[config.mk]
export PLATFORM = sky130hd
export DESIGN_NAME = fetch_unit
export DESIGN_NICKNAME = d
export VERILOG_FILES = /design/src/rtl/rv32_pkg.sv /design/src/rtl/fetch_unit.sv
export SDC_FILE = /design/constraint.sdc
export NUM_CORES = 1
export LEC_CHECK = 0
export ABC_AREA = 1
export BUFFER_PORTS_ARGS = -buffer_cell sky130_fd_sc_hd__buf_2
export CAP_MARGIN = 20
export CORE_MARGIN = 2
export CORE_UTILIZATION = 56
export DETAILED_ROUTE_END_ITERATION = 7
export HOLD_SLACK_MARGIN = 0.12
export PLACE_DENSITY = 0.89
export RECOVER_POWER = 50
export SKIP_CTS_REPAIR_TIMING = 1
export SYNTH_ARGS = -nofsm -noshare
export SYNTH_HDL_FRONTEND = slang
export SYNTH_SLANG_ARGS = --single-unit
[constraint.sdc]
create_clock -name clk -period 3.9 [get_ports clk]
set_clock_uncertainty 0.15 [all_clocks]
set_input_delay 0.195 -clock clk [delete_from_list [all_inputs] [get_ports clk]]
set_output_delay 0.195 -clock clk [all_outputs]
set_load 0.02 [all_outputs]
[src/rtl/rv32_pkg.sv]
// Shared RV32 constants for the front end and its benches.
package rv32_pkg;

    localparam int          XLEN             = 32;
    localparam int          INSTR_BYTES      = 4;
    localparam logic [31:0] RESET_PC_DEFAULT = 32'h0000_0000;
    localparam logic [31:0] NOP_INSTR        = 32'h0000_0013;  // addi x0, x0, 0

endpackage

[src/rtl/fetch_unit.sv]
// RV32 instruction fetch: owns the PC, drives the synchronous-read ROM and
// presents each returned word with its PC to decode over valid/ready.
module fetch_unit #(
    parameter int              XLEN     = rv32_pkg::XLEN,
    parameter logic [XLEN-1:0] RESET_PC = XLEN'(rv32_pkg::RESET_PC_DEFAULT)
) (
    input  logic            clk,
    input  logic            rst_n,
    input  logic            fetch_en,
    input  logic            redirect_valid,
    input  logic [XLEN-1:0] redirect_pc,
    output logic [XLEN-1:0] rom_addr,
    input  logic [XLEN-1:0] rom_rdata,
    output logic            instr_valid,
    input  logic            instr_ready,
    output logic [XLEN-1:0] instr,
    output logic [XLEN-1:0] instr_pc
);

    localparam logic [XLEN-1:0] PC_STEP    = XLEN'(rv32_pkg::INSTR_BYTES);
    localparam logic [XLEN-1:0] ALIGN_MASK = ~XLEN'(rv32_pkg::INSTR_BYTES - 1);

    logic [XLEN-1:0] r_next_pc;
    logic [XLEN-1:0] r_resp_pc;
    logic            r_resp_vld;

    logic [XLEN-1:0] w_next_pc_d;
    logic [XLEN-1:0] w_resp_pc_d;
    logic            w_resp_vld_d;
    logic [XLEN-1:0] w_rom_addr;
    logic [XLEN-1:0] w_tgt;
    logic            w_stall;

    assign w_stall = r_resp_vld & ~instr_ready;
    assign w_tgt   = redirect_pc & ALIGN_MASK;

    // Redirect beats stall beats normal sequential fetch.
    always_comb begin
        // NOTE: every output gets a default before any branch, so no path can infer a latch.
        w_rom_addr   = r_next_pc;
        w_next_pc_d  = r_next_pc;
        w_resp_pc_d  = r_resp_pc;
        w_resp_vld_d = r_resp_vld;
        if (redirect_valid) begin
            w_rom_addr   = w_tgt;
            w_resp_pc_d  = w_tgt;
            w_resp_vld_d = fetch_en;
            w_next_pc_d  = fetch_en ? w_tgt + PC_STEP : w_tgt;
        end else if (w_stall) begin
            // Re-read the held word so rom_rdata stays stable while decode waits.
            w_rom_addr = r_resp_pc;
        end else if (fetch_en) begin
            w_resp_vld_d = 1'b1;
            w_resp_pc_d  = r_next_pc;
            w_next_pc_d  = r_next_pc + PC_STEP;
        end else begin
            w_resp_vld_d = 1'b0;
        end
    end

    always_ff @(posedge clk) begin
        // NOTE: state uses non-blocking assignments so all registers update together at the edge.
        if (!rst_n) begin
            r_next_pc  <= RESET_PC;
            r_resp_pc  <= RESET_PC;
            r_resp_vld <= 1'b0;
        end else begin
            r_next_pc  <= w_next_pc_d;
            r_resp_pc  <= w_resp_pc_d;
            r_resp_vld <= w_resp_vld_d;
        end
    end

    assign rom_addr    = w_rom_addr;
    assign instr_valid = r_resp_vld & rst_n;
    assign instr_pc    = r_resp_pc;
    assign instr       = rom_rdata;

endmodule

# After elaboration in Yosys (flattened, before gate mapping)
# Cells that the tools add are included.
# word_totals
reg_bits,65
inputBits,69
out_inout_bits,97
# classes
addsub,2
n_eq_ne,1
n_mux,12
bitwise_logic,5
reduce_logical,4
# ops
operator,n
two-way mux 32 bit,9
"adder 32 x 3 -> 32 bit, second input constant",2
AND reduction 2 bit,2
two-way mux 1 bit,3
NOT 1 bit,3
AND 1 bit,2
"!= test 2 bit, second input constant",1
nonzero test 2 bit,1
OR reduction 2 bit,1

# Longest topological paths before layout
# Gate-level depths: netlist of run 1.
# logic_depth
ltp_word,4
depth_mapped,13
mapped_depth_nobuf,12

# Least setup slack after synthesis of run 1
# OpenSTA, ideal clock, no wires.
# synth_timing
path_kind,in2out
start,input port redirect_valid
end,output port rom_addr[24]
arrival_time_ps,1625
required_time_ps,3555
path_slack_ps,1930
cell_stages,4
path_cell_list,buf_2 buf_2 buf_1 o311ai_0
# synth_between
elab_chain_cells,1
# synth_rtl
element,line,text
start: declaration,fetch_unit.sv:10,"input logic redirect_valid,"
two-way mux 32 bit,fetch_unit.sv:44,if (redirect_valid) begin
end: declaration,fetch_unit.sv:12,"output logic [XLEN-1:0] rom_addr,"
# Every way passes these cells.

# Worst setup path after layout of run 1
# layout_timing
start,input port fetch_en
end,register r_next_pc[20]
# layout_between
elab_chain_cells,2
word_cells_on_any_way,4
# layout_rtl
element,line,text
start: declaration,fetch_unit.sv:9,"input logic fetch_en,"
two-way mux 32 bit or nonzero test 2 bit (tied branches),-,
two-way mux 32 bit or AND reduction 2 bit (tied branches),-,
end signal: assignment,fetch_unit.sv:68,r_next_pc <= w_next_pc_d;
end: declaration,fetch_unit.sv:23,logic [XLEN-1:0] r_next_pc;
# Several ways; a longest one is shown, not always the timed one.
# A chain may end at the register's enable or synchronous reset.

==> results.json, run 1 <==
{
  "dp_hpwl_um": 12170,
  "synth_top_area_share_pct": 23.72,
  "die_area_sq_um": 9975,
  "root_buffer": "clkbuf_8",
  "violations": "max-capacitance violations, max-slew violations",
  "worstPathRequired_ps": 4030,
  "wl_per_cell_um": 16.60,
  "slew_violations": 41,
  "cts_tree": "done",
  "clk_latency_ps": 350,
  "ys_top_cells_by_area": "dfxtp_1 (24%), nand2_1 (20%), nand3_1 (8.7%)",
  "port_buffers": 95,
  "r2r_slack_ps": 650,
  "cts_sinks": 61,
  "synth_cell_types": 42,
  "path_clk_slew_ps": 70,
  "drive_gt1_share_pct": 11.43,
  "slew_headroom_pct": -42.80,
  "post_drt_via_cell_ratio": 5.905,
  "vias": 6271,
  "core_sq_um": 8806,
  "max-vdd-ir-drop_mv": 0.1533,
  "use_met2_pct": 51.72,
  "p_per_area_nw_per_um2": 289.9,
  "floorplan.initialDensity_pct": 58.45,
  "crit_slowest_cell": "clkbuf_1",
  "hold_viol_final": 0,
  "cp-end-kind": "flop",
  "setup_viol": 0,
  "grt_pass1_vias": 5416,
  "grt_util_met3_pct": 5.641,
  "period_share_pct": 84.51,
  "grt.total_usage_pct": 34.12,
  "tns_ps": 0,
  "grt_max_degree": 64,
  "rows": 34,
  "ys_seq_area_share_pct": 23.72,
  "dr.pass1.iters": 7,
  "fmax_mhz": 303.4,
  "synthCells": 881,
  "ios": 166,
  "gp_congestion": 0.9776,
  "num_antenna_cells": 0,
  "hold_class": "input pin to flop",
  "clock_path_buffers": 2,
  "die_h_um": 99.88,
  "cts_max_level": 3,
  "ant_nets": 0,
  "synthFlopType": "dfxtp_1",
  "leakage_uw": 0.002505,
  "ys_seq_elements": 61,
  "antenna_found_initial": 0,
  "max_stage_delay_ps": 1550,
  "syn_area_sq_um": 5147,
  "cpMostUsedCell": "nor2_1",
  "crit_type": "input pin to flop",
  "cp.buffers_inverters": 4,
  "die_w_um": 99.88,
  "crit_chain": "dlygate4sd3_1, buf_2, inv_2, nor2_4, nor2_1, clkbuf_1, nor2_1, nand4_1, nand3_1, a21oi_1",
  "grt.met1_usage_pct": 47.96,
  "numCtsBuffers": 9,
  "syn_to_final_growth_pct": 13.03,
  "hold-worst-slack_ps": 128.5,
  "async_flop_share_pct": 0,
  "worst_pin_slew_ps": 2142,
  "overflow": 0,
  "rsz0062_at_grt": "no",
  "period_needed_ps": 3296,
  "crit_fanout": 40,
  "wirelength_um": 17630,
  "drc": 0,
  "grt_pass1_wl_um": 27100,
  "synth_enable_flop_cells": 0,
  "final_nets": 1021,
  "cap_violations": 1,
  "critPathTopFamily": "buffers and inverters",
  "crit_arrival_ps": 3430,
  "busiest_layer": "met2",
  "outcome": "finished with violations",
  "yosys_warnings": 0,
  "yosysTopAreaCell": "dfxtp_1",
  "cp-start-kind": "input pin",
  "avgSynthCellArea_sq_um": 5.843,
  "drtIter0Drc": 701
}
==> report_power, final <==
group	total [uW]	internal (uW)	switching (uW)
Sequential	722	667	54.1
Combinational	449	146	303
Clock	516	240	276
Total	1690	1050	633
==> logic make-up after synthesis <==
group | synth area share (%)
simple gates | 42.71
xor+xnor | 1.191
buf+inv | 15.68
fa+ha+maj | 0.4861
flops | 23.72
other cells | 0.07285
compound gates | 16.14
==> metrics by stage <==
step / util, % / std cells / worst slack [ps] / cell area [sq um] / total power, uW
final: 66.07 / 1062 / 604.3 / 5818 / 1687
after global routing: 66.07 / 1062 / 475.1 / 5818 / 1754
after CTS: 63.00 / 1032 / 1094 / 5548 / 1646
after detailed placement: 61.13 / 1017 / 1465 / 5383 / 1149
after global placement: 61.13 / 1017 / 1508 / 5383 / 1142
after floorplan: - / 884 / 1930 / 5159 / 1052
==> registers in the layout (all words and copies together) (netlist names) <==
register    count
r_resp_vld      1
instr_pc       30
r_next_pc      30
==> worst min-delay path: cells and delay by family <==
kind	cells	cell delay, ps
compound gates	1	110
buf+inv	1	120
simple gates	1	150
==> final timing paths <==
kind,from,depth (start not counted),to
setup / recovery,fetch_en,10,r_next_pc[20]
hold / removal,redirect_pc[21],3,instr_pc[21]
setup reg to reg,r_resp_vld,10,r_next_pc[20]
hold reg to reg,instr_pc[18],2,instr_pc[18]
==> cells in the final DEF, fill, tap and decap left out, types with 17 or more instances in the layout <==
master         count
dlygate4sd3_1     29
a31oi_1           34
nand4_1           17
nor2_1            83
inv_1             95
buf_2             64
dfxtp_1           61
o311ai_0          23
nand3_1           89
o21ai_0           41
nand2_1          278
a21oi_1           20
clkbuf_1          32
==> cell type report <==
| type | instances | area (sq um) |
|---|---|---|
| tap | 108 | 135.1 |
| timing repair buffer | 130 | 800.8 |
| multi-input combinational | 650 | 3128 |
| fill | 834 | 2988 |
| sequential | 61 | 1221 |
| inverter | 98 | 367.9 |
| clock buffer | 10 | 137.6 |
| clock inverter | 5 | 27.53 |
==> synth_stat cells, types with 12 or more instances <==
cell      instances
a21oi_1          20
a31oi_1          34
buf_4            37
clkbuf_1         21
dfxtp_1          61
inv_1            95
nand2_1         278
nand3_1          89
nand4_1          17
nor2_1           82
nor3_1           12
o21ai_0          41
o311ai_0         23
==> layer usage <==
| metal | vias up | part of all wire, % |
|---|---|---|
| li1 | 3000 | - |
| met1 | 2771 | 41 |
| met2 | 454 | 43 |
| met3 | 46 | 13 |
| met4 | 0 | 2.6 |
| met5 | - | 0 |
No activity file was read; power rests on OpenSTA's default activity.
==> inputs of run 2 (changes only) <==
CORE_UTILIZATION = 52   (was 56)
PLACE_DENSITY = 0.83   (was 0.89)
clock period = 3.34 ns   (was 3.9 ns; I/O delays follow)
==> results.json, run 2 (synthesized netlist as in run 1, its figures left out) <==
{
  "p_comb_share_pct": 23.8,
  "crit_fanout": 12,
  "overflow": 0,
  "max_stage_delay_ps": 530,
  "dr.max_layer_used": "met4",
  "final_util_pct": 61.45,
  "die_w_um": 103.5,
  "tns_ps": 0,
  "hold_class": "input pin to flop",
  "core_sq_um": 9684,
  "rsz0062_at_grt": "no",
  "rows": 36,
  "wl_met2_um": 7764,
  "cpMostUsedCell": "nor2_1",
  "crit_chain": "dlygate4sd3_1, buf_2, inv_2, nor2_1, nor2_1, inv_1, clkbuf_1, o21ai_0, a31oi_1",
  "final_cell_mix": "nand2_1 (278), inv_1 (95), nand3_1 (89), nor2_1 (84), buf_2 (63)",
  "die_h_um": 103.5,
  "clk_latency_ps": 360,
  "post_drt_via_cell_ratio": 5.630,
  "p_clk_share_pct": 37.7,
  "ant_nets": 0,
  "cts_sinks": 61,
  "internal_power_uw": 1444,
  "drc": 0,
  "min_from": "rst_n",
  "vias": 6176,
  "cp-start-kind": "input pin",
  "hold_viol_final": 0,
  "drive_gt1_share_pct": 11.93,
  "worst_pin_slew_ps": 941.9,
  "slew_headroom_pct": 37.21,
  "crit_type": "input pin to flop",
  "leakage_uw": 0.002564,
  "crit_slowest_cell": "dlygate4sd3_1",
  "worstPathRequired_ps": 3470,
  "dp_hpwl_um": 12520,
  "p_per_area_nw_per_um2": 367.9,
  "syn_to_final_growth_pct": 15.61,
  "final_common_cell": "nand2_1",
  "ios": 166,
  "cts_tree": "done",
  "crit_arrival_ps": 2770,
  "num_antenna_cells": 0,
  "outcome": "complete, no violations",
  "cap_violations": 0,
  "root_buffer": "clkbuf_8",
  "m1WireLength_um": 7425,
  "dr.pass1.iters": 5,
  "cts_max_level": 3,
  "final_nets": 1030,
  "switchingPower_uw": 745.2,
  "gp_congestion": 1.037,
  "port_buffers": 95,
  "clock_path_buffers": 2,
  "floorplan.initialDensity_pct": 53.15,
  "max-vdd-ir-drop_mv": 0.1952,
  "die_area_sq_um": 10710,
  "fmax_mhz": 378.0,
  "period_needed_ps": 2645,
  "hold_depth": 4,
  "r2r_start": "r_resp_vld",
  "slew_violations": 0,
  "setup_viol": 0,
  "grt_max_degree": 41,
  "seqPwrFrac_pct": 38.4,
  "numCtsBuffers": 9,
  "grt_pass1_wl_um": 27210,
  "wl_per_cell_um": 16.02,
  "period_share_pct": 79.20,
  "r2r_end": "r_next_pc[20]",
  "wl_met3_um": 2009,
  "cp-end-kind": "flop",
  "path_clk_slew_ps": 80,
  "postLayoutCellArea_sq_um": 5951,
  "r2r_cells": 9,
  "wirelength_um": 17570,
  "drtIter0Drc": 610,
  "grt.total_usage_pct": 33.17,
  "r2r_slack_ps": 750,
  "switching_share_pct": 34.04,
  "dpl-instance-area_sq_um": 5461,
  "grt_pass1_vias": 5383,
  "antenna_found_initial": 0,
  "worstHoldEndpoint": "r_next_pc[26]"
}
[run 2: layout make-up]
| type | instances | area (sq um) |
|---|---|---|
| clock buffer | 9 | 123.9 |
| clock inverter | 7 | 113.9 |
| fill | 961 | 3734 |
| inverter | 98 | 367.9 |
| multi-input combinational | 650 | 3120 |
| sequential | 61 | 1221 |
| tap | 133 | 166.4 |
| timing repair buffer | 139 | 837.1 |
[run 2: power groups by stage]
stage               registers [uW]  logic, uW  clock network (uW)
detailed placement             854        492                   0
floorplan                      865        364                   0
global route                   850        574                 864
global placement               853        486                   0
CTS                            837        494                 828
finish                         841        522                 826
[run 2: layer usage]
metal | up-vias | track usage (%)
li1 | 3031 | -
met1 | 2729 | 45.98
met2 | 377 | 50.47
met3 | 39 | 7.527
met4 | 0 | 11.94
met5 | - | 0
[run 2: how the worst max path moves through the flow]
stage                              start            to  slack, ps  cells after the start
final                           fetch_en  r_next_pc[4]        690                      9
after global routing            fetch_en  r_next_pc[4]        400                      9
after CTS                     r_resp_vld  rom_addr[24]        720                      9
after detailed placement      r_resp_vld  rom_addr[24]       1120                      9
after global placement        r_resp_vld  rom_addr[12]       1140                      9
after floorplan           redirect_valid  rom_addr[24]       1430                      4
[run 2: worst max-delay path: cells and delay by family]
kind | cells | cell delay, ps
buffers and inverters | 5 | 1680
and+or+nand+nor | 2 | 540
AOI/OAI and AO/OA | 2 | 380
[run 2: through the flow]
| step | setup WS, ps | hold WS [ps] | total power (uW) | instances |
|---|---|---|---|---|
| finish | 694.7 | 166.9 | 2189 | 1097 |
| global route | 403.1 | 182.0 | 2288 | 1097 |
| CTS | 718.6 | -15.52 | 2159 | 1066 |
| detailed placement | 1116 | 184.1 | 1345 | 1050 |
| global placement | 1136 | 184.1 | 1338 | 1050 |
| floorplan | 1426 | 141.1 | 1229 | 884 |
==> inputs of run 3 (changes only) <==
CORE_UTILIZATION = 47   (was 52)
PLACE_DENSITY = 0.8   (was 0.83)
clock period = 2.13 ns   (was 3.34 ns; I/O delays follow)
==> results.json, run 3 (synthesized netlist as in run 1, its figures left out) <==
{
  "grt_pass1_wl_um": 28370,
  "dp_hpwl_um": 13200,
  "grt.total_usage_pct": 30.68,
  "worstHoldEndpoint": "r_next_pc[10]",
  "crit_slowest_cell": "dfxtp_2",
  "floorplan.initialDensity_pct": 47.90,
  "cts_tree": "done",
  "final_cell_mix": "nand2_1 (278), inv_1 (94), nand3_1 (88), nor2_1 (80), buf_2 (64)",
  "vias": 6579,
  "post_drt_via_cell_ratio": 5.686,
  "dpl-instance-area_sq_um": 5603,
  "hold_class": "input pin to flop",
  "worst_pin_slew_ps": 533.7,
  "dr.pass1.iters": 7,
  "port_buffers": 95,
  "hold_viol_final": 0,
  "r2r_end": "r_next_pc[26]",
  "cp-start-kind": "flop",
  "syn_to_final_growth_pct": 26.69,
  "antenna_found_initial": 0,
  "r2r_start": "r_next_pc[3]",
  "num_antenna_cells": 0,
  "period_needed_ps": 2057,
  "wirelength_um": 18980,
  "drc": 0,
  "r2r_cells": 11,
  "outcome": "complete, no violations",
  "numCtsBuffers": 9,
  "r2r_slack_ps": 160,
  "drtIter0Drc": 948,
  "wl_met3_um": 2080,
  "fmax_mhz": 486.0,
  "wl_met2_um": 8334,
  "worstPathRequired_ps": 1870,
  "max-vdd-ir-drop_mv": 0.2599,
  "gp_congestion": 0.9957,
  "cpMostUsedCell": "nor2_4",
  "hold_depth": 4,
  "drive_gt1_share_pct": 14.06,
  "cp-end-kind": "output port",
  "cap_violations": 0,
  "slew_headroom_pct": 64.42,
  "slew_violations": 0,
  "cts_sinks": 61,
  "m1WireLength_um": 7894,
  "setup_viol": 0,
  "final_common_cell": "nand2_1",
  "die_area_sq_um": 11800,
  "cts_max_level": 3,
  "postLayoutCellArea_sq_um": 6521,
  "die_w_um": 108.7,
  "crit_chain": "inv_1, nor2_4, inv_2, nor2_4, buf_12, clkbuf_16, nand2_1, o311ai_0, buf_2",
  "clk_latency_ps": 360,
  "path_clk_slew_ps": 80,
  "hold-worst-slack_ps": 79.06,
  "grt_pass1_vias": 5537,
  "root_buffer": "clkbuf_8",
  "ios": 166,
  "overflow": 0,
  "wl_per_cell_um": 16.41,
  "leakage_uw": 0.002827,
  "dr.max_layer_used": "met4",
  "final_nets": 1083,
  "max_stage_delay_ps": 330,
  "critPathTopFamily": "buffers and inverters",
  "rows": 38,
  "crit_fanout": 6,
  "min_from": "redirect_pc[10]",
  "total_power_uw": 3464,
  "period_share_pct": 96.59,
  "crit_type": "flop to output port",
  "crit_arrival_ps": 1800,
  "p_per_area_nw_per_um2": 531.1,
  "ant_nets": 0,
  "grt_max_degree": 34,
  "die_h_um": 108.7,
  "clock_path_buffers": 2,
  "cp.buffers_inverters": 5,
  "core_sq_um": 10750
}
[run 3: worst min-delay path, cell delays in order]
cell	delay, ps
buf_2	130
a21oi_1	70
o22ai_1	150
a21oi_1	90
[run 3: power by group]
group	total, uW	internal [uW]	leakage [uW]	switching, uW
sequential	1320	1220	0.000505	93.4
combinational	977	348	0.00221	629
clock	1170	654	0.000107	516
total	3460	2220	0.00283	1240
[run 3: final cells by class]
cell class              count  area [sq um]
fillers                  1072          4224
well taps                 140         175.2
multi-input cells         650          3151
repair buffers            192          1399
clock inverters             5         75.07
flip-flops and latches     61          1222
inverters                  98         367.9
clock buffers              11         131.4
[run 3: metrics by stage]
step,worst slack [ps],std cells,TNS [ps],utilization [%]
2_1_floorplan,337.3,884,0,-
3_3_place_gp,276.5,1073,0,52.14
3_5_place_dp,233.2,1073,0,52.14
4_1_cts,-75.59,1089,-145.4,54.06
5_1_grt,-0.3519,1157,-0.3519,60.69
6_report,72.55,1157,0,60.69
[run 3: routing by layer]
metal | up-vias | track usage (%)
met5 | - | 0
met3 | 65 | 4.961
met2 | 451 | 45.89
met4 | 0 | 11.26
li1 | 3125 | -
met1 | 2938 | 44.21
[run 3: worst max path at each step]
stage | from | end | cells after the start
final | r_resp_vld | rom_addr[5] | 9
after global routing | redirect_pc[12] | r_next_pc[21] | 11
after CTS | r_resp_vld | rom_addr[12] | 8
after detailed placement | r_next_pc[10] | r_next_pc[23] | 11
after global placement | r_next_pc[10] | r_next_pc[23] | 11
after floorplan | redirect_valid | rom_addr[24] | 4
